$ cat config.mk
export PLATFORM = sky130hd
export DESIGN_NAME = ws2812_strip_ctrl
export DESIGN_NICKNAME = d
export VERILOG_FILES = /design/src/rtl/ws2812_strip_ctrl.sv
export SDC_FILE = /design/constraint.sdc
export NUM_CORES = 1
export LEC_CHECK = 0
export ABC_AREA = 1
export CAP_MARGIN = 25
export CELL_PAD_IN_SITES_DETAIL_PLACEMENT = 1
export CELL_PAD_IN_SITES_GLOBAL_PLACEMENT = 1
export CORE_MARGIN = 3
export CORE_UTILIZATION = 49
export DETAILED_ROUTE_END_ITERATION = 6
export PLACE_DENSITY = 0.87
export SLEW_MARGIN = 10
export SYNTH_ARGS = -nofsm -noshare
export SYNTH_HDL_FRONTEND = slang
export SYNTH_SLANG_ARGS = --single-unit
$ cat constraint.sdc
create_clock -name clk_in -period 12.7 [get_ports clk_in]
set_clock_uncertainty 0.05 [all_clocks]
set_input_delay 2.54 -clock clk_in [delete_from_list [all_inputs] [get_ports clk_in]]
set_output_delay 2.54 -clock clk_in [all_outputs]
set_load 0.05 [all_outputs]
$ cat src/rtl/ws2812_strip_ctrl.sv
// ws2812_strip_ctrl: frame-level controller for a WS2812/SK6812 pixel chain.
// Takes one pixel at a time and scales it by a global brightness. Each pixel
// is then shifted out MSB-first as one-bit codes to the line driver. A
// low-level latch gap follows every frame, including frames aborted when the
// pixel source underruns.
module ws2812_strip_ctrl #(
  parameter int NUM_LEDS        = 64,
  parameter int NUM_CH          = 3,
  parameter int RESET_CYCLES    = 30000,
  parameter int UNDERRUN_CYCLES = 2000
) (
  input  logic                  clk_in,
  input  logic                  rst_n_in,
  input  logic [8*NUM_CH-1:0]   pixel_in,
  input  logic                  pixel_in_valid,
  output logic                  pixel_in_ready,
  input  logic [7:0]            brightness_in,
  input  logic                  driver_ready_in,
  output logic                  code_out,
  output logic                  code_out_valid,
  output logic                  busy_out,
  output logic                  frame_done_out,
  output logic                  underrun_out
);

  localparam int PIXEL_W = 8 * NUM_CH;
  localparam int LED_W   = (NUM_LEDS > 1) ? $clog2(NUM_LEDS) : 1;
  localparam int BIT_W   = $clog2(PIXEL_W);
  localparam int GAP_W   = (RESET_CYCLES > 1) ? $clog2(RESET_CYCLES) : 1;
  localparam int TO_W    = (UNDERRUN_CYCLES > 1) ? $clog2(UNDERRUN_CYCLES) : 1;

  localparam logic [LED_W-1:0] LED_LAST = LED_W'(NUM_LEDS - 1);
  localparam logic [BIT_W-1:0] BIT_LAST = BIT_W'(PIXEL_W - 1);
  localparam logic [GAP_W-1:0] GAP_LAST = GAP_W'(RESET_CYCLES - 1);
  localparam logic [TO_W-1:0]  TO_LAST  = TO_W'(UNDERRUN_CYCLES - 1);

  typedef enum logic [2:0] {
    S_IDLE,
    S_WAIT_PIX,
    S_SCALE,
    S_SEND,
    S_GAP
  } state_t;

  state_t               state_q, state_d;
  logic [LED_W-1:0]     led_cnt_q, led_cnt_d;
  logic [BIT_W-1:0]     bit_cnt_q, bit_cnt_d;
  logic [GAP_W-1:0]     gap_cnt_q, gap_cnt_d;
  logic [TO_W-1:0]      to_cnt_q, to_cnt_d;
  logic [PIXEL_W-1:0]   pix_q, pix_d;
  logic [7:0]           bright_q, bright_d;
  logic [PIXEL_W-1:0]   shreg_q, shreg_d;
  logic                 pixel_in_ready_q, pixel_in_ready_d;
  logic                 code_out_q, code_out_d;
  logic                 code_out_valid_q, code_out_valid_d;
  logic                 busy_q, busy_d;
  logic                 frame_done_q, frame_done_d;
  logic                 underrun_q, underrun_d;

  logic                 accept;
  logic                 handshake;
  logic [PIXEL_W-1:0]   scaled;

  assign accept    = pixel_in_valid && pixel_in_ready_q;
  assign handshake = code_out_valid_q && driver_ready_in;

  // Per-channel brightness scale: (c * (b + 1)) >> 8, so 255 is exact identity.
  for (genvar gi = 0; gi < NUM_CH; gi++) begin : g_scale
    logic [15:0] prod;
    assign prod = {8'd0, pix_q[gi*8 +: 8]} * ({8'd0, bright_q} + 16'd1);
    assign scaled[gi*8 +: 8] = 8'(prod >> 8);
  end

  // Next-state logic; every output is derived from the next state so it is registered.
  always_comb begin
    state_d      = state_q;
    led_cnt_d    = led_cnt_q;
    bit_cnt_d    = bit_cnt_q;
    gap_cnt_d    = gap_cnt_q;
    to_cnt_d     = to_cnt_q;
    pix_d        = pix_q;
    bright_d     = bright_q;
    shreg_d      = shreg_q;
    frame_done_d = 1'b0;
    underrun_d   = 1'b0;

    case (state_q)
      S_IDLE: begin
        if (accept) begin
          led_cnt_d = '0;
          pix_d     = pixel_in;
          bright_d  = brightness_in;
          state_d   = S_SCALE;
        end
      end
      S_WAIT_PIX: begin
        // A pixel arriving on the last timeout cycle still wins.
        if (accept) begin
          to_cnt_d  = '0;
          led_cnt_d = led_cnt_q + 1'b1;
          pix_d     = pixel_in;
          bright_d  = brightness_in;
          state_d   = S_SCALE;
        end else if (to_cnt_q == TO_LAST) begin
          to_cnt_d   = '0;
          underrun_d = 1'b1;
          state_d    = S_GAP;
        end else begin
          to_cnt_d = to_cnt_q + 1'b1;
        end
      end
      S_SCALE: begin
        shreg_d   = scaled;
        bit_cnt_d = BIT_LAST;
        state_d   = S_SEND;
      end
      S_SEND: begin
        if (handshake) begin
          shreg_d = shreg_q << 1;
          if (bit_cnt_q == '0) begin
            state_d = (led_cnt_q == LED_LAST) ? S_GAP : S_WAIT_PIX;
          end else begin
            bit_cnt_d = bit_cnt_q - 1'b1;
          end
        end
      end
      S_GAP: begin
        // Only count while the driver is idle so the last bit is fully on the wire.
        if (driver_ready_in) begin
          if (gap_cnt_q == GAP_LAST) begin
            gap_cnt_d    = '0;
            led_cnt_d    = '0;
            to_cnt_d     = '0;
            frame_done_d = 1'b1;
            state_d      = S_IDLE;
          end else begin
            gap_cnt_d = gap_cnt_q + 1'b1;
          end
        end
      end
      default: state_d = S_IDLE;
    endcase

    pixel_in_ready_d = (state_d == S_IDLE) || (state_d == S_WAIT_PIX);
    code_out_valid_d = (state_d == S_SEND);
    code_out_d       = (state_d == S_SEND) ? shreg_d[PIXEL_W-1] : 1'b0;
    busy_d           = (state_d != S_IDLE);
  end

  // State and output registers; reset abandons any frame in progress.
  always_ff @(posedge clk_in or negedge rst_n_in) begin
    if (!rst_n_in) begin
      state_q          <= S_IDLE;
      led_cnt_q        <= '0;
      bit_cnt_q        <= '0;
      gap_cnt_q        <= '0;
      to_cnt_q         <= '0;
      pix_q            <= '0;
      bright_q         <= '0;
      shreg_q          <= '0;
      pixel_in_ready_q <= 1'b0;
      code_out_q       <= 1'b0;
      code_out_valid_q <= 1'b0;
      busy_q           <= 1'b0;
      frame_done_q     <= 1'b0;
      underrun_q       <= 1'b0;
    end else begin
      state_q          <= state_d;
      led_cnt_q        <= led_cnt_d;
      bit_cnt_q        <= bit_cnt_d;
      gap_cnt_q        <= gap_cnt_d;
      to_cnt_q         <= to_cnt_d;
      pix_q            <= pix_d;
      bright_q         <= bright_d;
      shreg_q          <= shreg_d;
      pixel_in_ready_q <= pixel_in_ready_d;
      code_out_q       <= code_out_d;
      code_out_valid_q <= code_out_valid_d;
      busy_q           <= busy_d;
      frame_done_q     <= frame_done_d;
      underrun_q       <= underrun_d;
    end
  end

  assign pixel_in_ready = pixel_in_ready_q;
  assign code_out       = code_out_q;
  assign code_out_valid = code_out_valid_q;
  assign busy_out       = busy_q;
  assign frame_done_out = frame_done_q;
  assign underrun_out   = underrun_q;

endmodule

# Word-level counts from Yosys, hierarchy flattened
# Cells that the tools add are included.
# totals
register_bits	102
out_inout_bits	6
word_cells	87
# op_classes
n_addsub	5
mul	3
n_eq_ne	15
mux	32
n_reduce_logical	17
# ops
op	n
$pmux W24 S2	1
$mux W11	4
$mul A8 B16 Y16	2
$mux W24	1
$mux W3	8
$mux W6	4
$pmux W11 S2	1
$pmux W6 S3	1
$mul A8 B9 Y16	1
$add A15 B1 Y15 const B	1
$eq A15 B15 Y1 const B	1
$mux W15	1
$pmux W3 S5	1
$ne A2 B2 Y1 const B	6
$add A11 B1 Y11 const B	1
$eq A11 B11 Y1 const B	1
$mux W5	2
$pmux W5 S2	1
$add A8 B1 Y9 const B	1
$eq A3 B2 Y1 const B	3
$mux W1	7
$add A6 B1 Y6 const B	1
$eq A3 B1 Y1 const B	2
$eq A6 B6 Y1 const B	1
12 further kinds	19

# Longest topological paths before layout
# Gate-level depths: netlist of run 1.
# depth
word_depth	7
mapped_depth	29

# Worst setup path after synthesis of run 1
# OpenSTA, ideal clock, no wires.
# synth_path
kind	register to register
startpoint	reg bright_q[0]
endpoint	reg shreg_q[4]
arrival_time_ns	4.754
setup_slack_ns	7.772
stages_incl_launch_ff	23
cell_sequence	dfrtp_1 ha_1 nand2_1 inv_1 nor2_1 clkinv_1 clkbuf_1 nor2_1 fa_1 fa_1 fa_1 inv_1 fa_1 inv_1 ha_1 nand2_1 nor2_1 nand4_1 or3_1 nand2_1 nand2_1 nand3_1 nand3_1
# synth_via
elab_chain_len	3
# synth_lines
item	line_no	rtl
from (decl)	51	logic [7:0] bright_q, bright_d;
from (signal assigned)	174	bright_q <= bright_d;
$add A8 B1 Y9	70	assign prod = {8'd0, pix_q[gi*8 +: 8]} * ({8'd0, bright_q} + 16'd1);
$mul A8 B16 Y16	70	
$pmux W24 S2	87	case (state_q)
to (signal assigned)	175	shreg_q <= shreg_d;
to (decl)	52	logic [PIXEL_W-1:0] shreg_q, shreg_d;
# Every way passes these cells.
# A chain may end at the register's enable or synchronous reset.

# Worst setup path in the final report of run 1
# layout_path
startpoint	reg bright_q[0]
endpoint	reg shreg_q[14]
# Same word-level chain as after synthesis.

==> results of run 1 <==
==> per-stage QoR <==
step / instances / util / worst slack, ps / instance area (um^2) / hold slack (ps)
5_1_grt: 1818 / 0.547 / 5760 / 12400 / 476
3_5_place_dp: 1800 / 0.530 / 6140 / 12000 / 430
4_1_cts: 1816 / 0.545 / 6150 / 12400 / 453
3_3_place_gp: 1799 / 0.530 / 6300 / 12000 / 414
2_1_floorplan: 1496 / - / 7770 / 11400 / 399
6_report: 1818 / 0.547 / 6120 / 12400 / 449
==> cells in the final DEF (no fill, tap or decap), drive strengths merged <==
master and count:
fa 120, a21o 1, a221oi 2, xor2 12, buf 9, nor3 19, clkbuf 9, o21a 1
o211ai 7, nand3b 10, nor2 221, and2 3, xnor2 4, o21bai 2, a21oi 56, a31oi 1
ha 101, inv 290, and3 1, nand3 72, clkinv 4, nand2 324, o21ai 81, clkdlybuf4s50 40
nand4 20, dfrtp 102, or2 5, or3 1, nor4 7, o31ai 8
==> worst max-delay path by stage <==
| stage | endpoint | cells after the start |
|---|---|---|
| finish | shreg_q[14] | 18 |
| CTS | shreg_q[14] | 18 |
| floorplan | shreg_q[4] | 22 |
| detailed placement | shreg_q[14] | 18 |
| global route | shreg_q[14] | 18 |
| global placement | shreg_q[14] | 18 |
==> cells by family after synthesis <==
kind of cell             after synthesis  share of synthesized area
AO/OA/AOI/OAI                        159                     0.0758
buffers and inverters                315                      0.107
AND/OR/NAND/NOR                      683                      0.258
XOR/XNOR                              16                     0.0123
flip-flops                           102                      0.225
adder cells (fa/ha/maj)              221                      0.323
==> flip-flops by register name (all words and copies together) (netlist names) <==
register        flops
pix_q              24
shreg_q            24
gap_cnt_q          15
to_cnt_q           11
bright_q            8
led_cnt_q           6
bit_cnt_q           5
state_q             3
busy_out            1
code_out            1
code_out_valid      1
frame_done_out      1
pixel_in_ready      1
underrun_out        1
==> synthesized netlist by cell type (all sizes together), types with 2 or more instances <==
| master | n | share of area |
|---|---|---|
| xor2 | 12 | 0.0092 |
| o31ai | 8 | 0.0053 |
| a221oi | 2 | 0.0021 |
| nand4 | 20 | 0.012 |
| clkbuf | 11 | 0.0036 |
| nand3 | 72 | 0.032 |
| nor4 | 7 | 0.0050 |
| nand3b | 10 | 0.0066 |
| nand2 | 324 | 0.11 |
| xnor2 | 4 | 0.0031 |
| dfrtp | 102 | 0.22 |
| nor3 | 19 | 0.0094 |
| buf | 17 | 0.0084 |
| or2 | 5 | 0.0028 |
| o211ai | 7 | 0.0046 |
| a21oi | 56 | 0.025 |
| inv | 285 | 0.094 |
| o21bai | 2 | 0.0013 |
| fa | 120 | 0.21 |
| clkinv | 2 | 0.00066 |
| nor2 | 221 | 0.079 |
| o21ai | 81 | 0.036 |
| and2 | 3 | 0.0017 |
| ha | 101 | 0.11 |
==> layer usage <==
layer	GRT usage	vias up	routed length, um
li1	-	4706	-
met1	0.334	5070	13400
met2	0.502	237	16700
met3	0.0470	93	1410
met4	0.118	0	1400
met5	0	-	0
==> area by class of cell <==
class	instances	share of cell area
well taps	285	0.0287
multi-input cells	1079	0.612
flip-flops and latches	102	0.206
repair buffers	49	0.0399
clock inverters	7	0.00837
clock buffers	9	0.0181
inverters	287	0.0868
==> critical path: stages, from the launching register on <==
cell and delay [ps]:
dfrtp_1 890, ha_1 300, nor2_1 50, nor2_1 440
clkinv_1 780, nor2_1 370, fa_1 460, fa_1 520
fa_1 550, inv_1 50, fa_1 540, inv_1 40
ha_1 350, a21oi_1 330, o21ai_0 200, a21oi_1 250
nand3_1 110, nand3_1 100, nand3_1 70
==> results.toml, run 1 <==
[outcome]
status = "finished clean"

[detailed_routing]
ant_nets = 0
wl_um = 32900
routed-via-count = 10106
first_pass_iters = 5
drtIter0Drc = 506
via_per_inst = 5.56
drc = 0
wire_per_inst_um = 18.1

[floorplanning]
die-area_um2 = 25100
top_level_ports = 42
coreArea_um2 = 22700
start_util = 0.500
die_y_um = 158
fp.dieW_um = 158
core.rowCount = 55

[layout]
multiInputGateArea_um2 = 7600
nFillCells = 2884
nets = 1785
antennaDiodeCount = 0
drive_gt1_frac = 0.0417
synthToLayoutAreaGrowth_pct = 9.19
regArea_um2 = 2550

[placement]
hpwlAfterDp_um = 25700
io_buffers = 41
gp_congestion = 0.921

[logic_synthesis]
ys_seq_area_frac = 0.225
synthArstFlopShare = 1.00
ys.flop_type = "dfrtp_1"
synthCells = 1496
syn_nets = 1753
ys_types = 43
synth_seq_cells = 102
synth_edf_count = 0
syn_avg_cell_area_um2 = 7.60
netlist_area_um2 = 11400
ys_warn_count = 0

[timing]
slew_violations = 0
maxSlewHeadroom = 0.378
tns_ps = 0
setup_viol = 0
worst_slew_pin_slew_ps = 931
finalHoldViolCount = 0
clock.fmax_ghz = 0.152
period_minus_slack_ps = 6580
rsz0062_at_grt = "no"
timing.final.crit_share = 0.518

[flow_run]
max-cap-violations = 0

[hold_path]
worstHoldPathCells = 2
min_to = "shreg_q[1]"
hp-start = "shreg_q[0]"
hp-class = "reg2reg"

[worst_setup_path]
rr_endpoint = "shreg_q[14]"
cp.arrival_ps = 6790
crit_type = "reg2reg"
rr_startpoint = "bright_q[0]"
cp-startpoint = "bright_q[0]"
rr_worst_depth = 18
crit_path_start_kind = "flip-flop"
required_ps = 12910
ff2ff_setup_slack_ps = 6120
cp_max_fo = 19
end_kind = "flip-flop"

[clock_tree]
clock_sinks = 102
clock_path_buffers = 2
post_cts_resized = 0
cts_setup_buffers = 0
cts-htree-levels = 3
cts_root_buf = "clkbuf_16"
clk_latency_ps = 380
cts_hold_buffers = 0
cts_tree = "yes"
cts_buffers = 9
path_clk_slew_ps = 100

[grt]
grt_overflow = 0
antenna_found_initial = 0
grt_max_degree = 62
grt_usage = 0.281
grt_pass1_vias = 11266
grt_pass1_wl_um = 55500
Power of run 1 is left out: the tool's default activity adds up to more than one toggle a clock period on the data nets, which glitch-free logic cannot reach.
==> run 2, diff against run 1 <==
CORE_UTILIZATION = 47   (was 49)
PLACE_DENSITY = 0.84   (was 0.87)
clock period = 6.7 ns   (was 12.7 ns; I/O delays follow)
==> run 2 against run 1 <==
  * Core utilization is 1.9 points lower
  * Via count stayed put
  * Sequential share of layout area is 0.087 points lower
  * Clock-buffer cell count stayed put
  * Setup slack worse by 5100 ps
  * Critical path depth is 6 higher
  * Hold slack worse by 2.4 ps
  * First-iteration DRC count is 3.0% lower
  * Register-to-register slack worse by 5100 ps
  * Routed wire length is 0.50% higher
==> results.toml, run 2 (synthesis results as in run 1) <==
[outcome]
status = "finished clean"

[clock_tree]
post_cts_resized = 0
path_clk_slew_ps = 80
clk_latency_ps = 380
cts_hold_buffers = 0
cts-htree-levels = 3
cts_setup_buffers = 0
clock_path_buffers = 2
cts_root_buf = "clkbuf_16"
clock_sinks = 102
cts_tree = "yes"
cts_buffers = 9

[grt]
grt_overflow = 0
grt_usage = 0.268
grt_max_degree = 58
grt_pass1_wl_um = 56500
grt_pass1_vias = 11560
antenna_found_initial = 0

[detailed_routing]
wl_um = 33000
routed-via-count = 10106
drc = 0
first_pass_iters = 4
wire_per_inst_um = 17.8
drtIter0Drc = 491
via_per_inst = 5.45
ant_nets = 0

[timing]
setup_viol = 0
tns_ps = 0
clock.fmax_ghz = 0.176
period_minus_slack_ps = 5700
worst_slew_pin_slew_ps = 1010
slew_violations = 0
rsz0062_at_grt = "no"
timing.final.crit_share = 0.850
maxSlewHeadroom = 0.327
finalHoldViolCount = 0

[layout]
top_regs = "pix_q: 24 flops, shreg_q: 24 flops, gap_cnt_q: 15 flops"
layout_commonest_cell = "nand2_1"
drive_gt1_frac = 0.0442
final_cell_mix = "320 x nand2_1, 275 x inv_1, 209 x nor2_1"
antennaDiodeCount = 0
synthToLayoutAreaGrowth_pct = 9.65
nets = 1789
final_area_um2 = 12500

[worst_setup_path]
ff2ff_setup_slack_ps = 1000
end_kind = "flip-flop"
rr_worst_depth = 24
rr_endpoint = "shreg_q[23]"
crit_path_start_kind = "flip-flop"
cp-startpoint = "bright_q[2]"
crit_type = "reg2reg"
cp.arrival_ps = 5910
cp_max_fo = 21
rr_startpoint = "bright_q[2]"
required_ps = 6920
crit_end = "shreg_q[23]"

[placement]
gp_congestion = 0.873
io_buffers = 41
hpwlAfterDp_um = 25000
post_dp_cell_area_um2 = 12100

[floorplanning]
core.rowCount = 56
die-area_um2 = 26100
die_y_um = 162
top_level_ports = 42
fp.dieW_um = 162
coreArea_um2 = 23600
start_util = 0.481

[flow_run]
max-cap-violations = 0

[hold_path]
hp-class = "reg2reg"
## run 2: cell types whose count changed in the layout (fill, tap and decap cells not counted), sizes merged
cell  change
buf       +4
## run 2: area by class of cell
| type | count | area [um^2] |
|---|---|---|
| flip-flops and latches | 102 | 2550 |
| fillers | 3020 | 11100 |
| multi-input cells | 1079 | 7600 |
| clock inverters | 7 | 104 |
| repair buffers | 53 | 505 |
| well taps | 319 | 399 |
| clock buffers | 9 | 225 |
| inverters | 287 | 1080 |
## run 2: critical path, cell delays in order, from the launching register on
cell     delay [ps]
dfrtp_1         420
nand3_1         120
nor2_1           50
inv_1            90
nor2_1           50
inv_1            70
nor2_1           50
or2_2           280
nand2_1         740
nor2_1          160
fa_1            540
fa_1            520
fa_1            500
inv_1            50
fa_1            480
inv_1            40
ha_1            340
a21oi_1         240
o21ai_0         170
a21oi_1         240
nand3_1         110
nand3_1          90
nand2_1          50
nand2_1          90
inv_1            50
## run 2: metal layers
layer | wire (um) | global-route usage | vias up
li1 | - | - | 4714
met1 | 13800 | 0.320 | 5110
met2 | 17000 | 0.488 | 205
met3 | 1180 | 0.0364 | 77
met4 | 1130 | 0.110 | 0
met5 | 0 | 0 | -
## run 2: worst min path at each step
stage / endpoint / slack, ps / depth (start not counted) / startpoint
floorplan: shreg_q[0] / 400 / 2 / shreg_q[0]
global placement: bit_cnt_q[2] / 420 / 2 / bit_cnt_q[2]
detailed placement: shreg_q[2] / 430 / 2 / shreg_q[1]
CTS: shreg_q[2] / 450 / 2 / shreg_q[1]
global route: shreg_q[2] / 480 / 2 / shreg_q[1]
finish: shreg_q[2] / 450 / 2 / shreg_q[1]
## run 2: stage by stage
| stage | hold WS (ps) | setup WS [ps] | util | cells |
|---|---|---|---|---|
| floorplan | 399 | 1770 | - | 1496 |
| global placement | 416 | 1310 | 0.513 | 1839 |
| detailed placement | 430 | 1080 | 0.514 | 1840 |
| CTS | 451 | 1030 | 0.528 | 1856 |
| global route | 478 | 639 | 0.528 | 1856 |
| finish | 446 | 1000 | 0.528 | 1856 |
Power of run 2 is left out for the same reason.
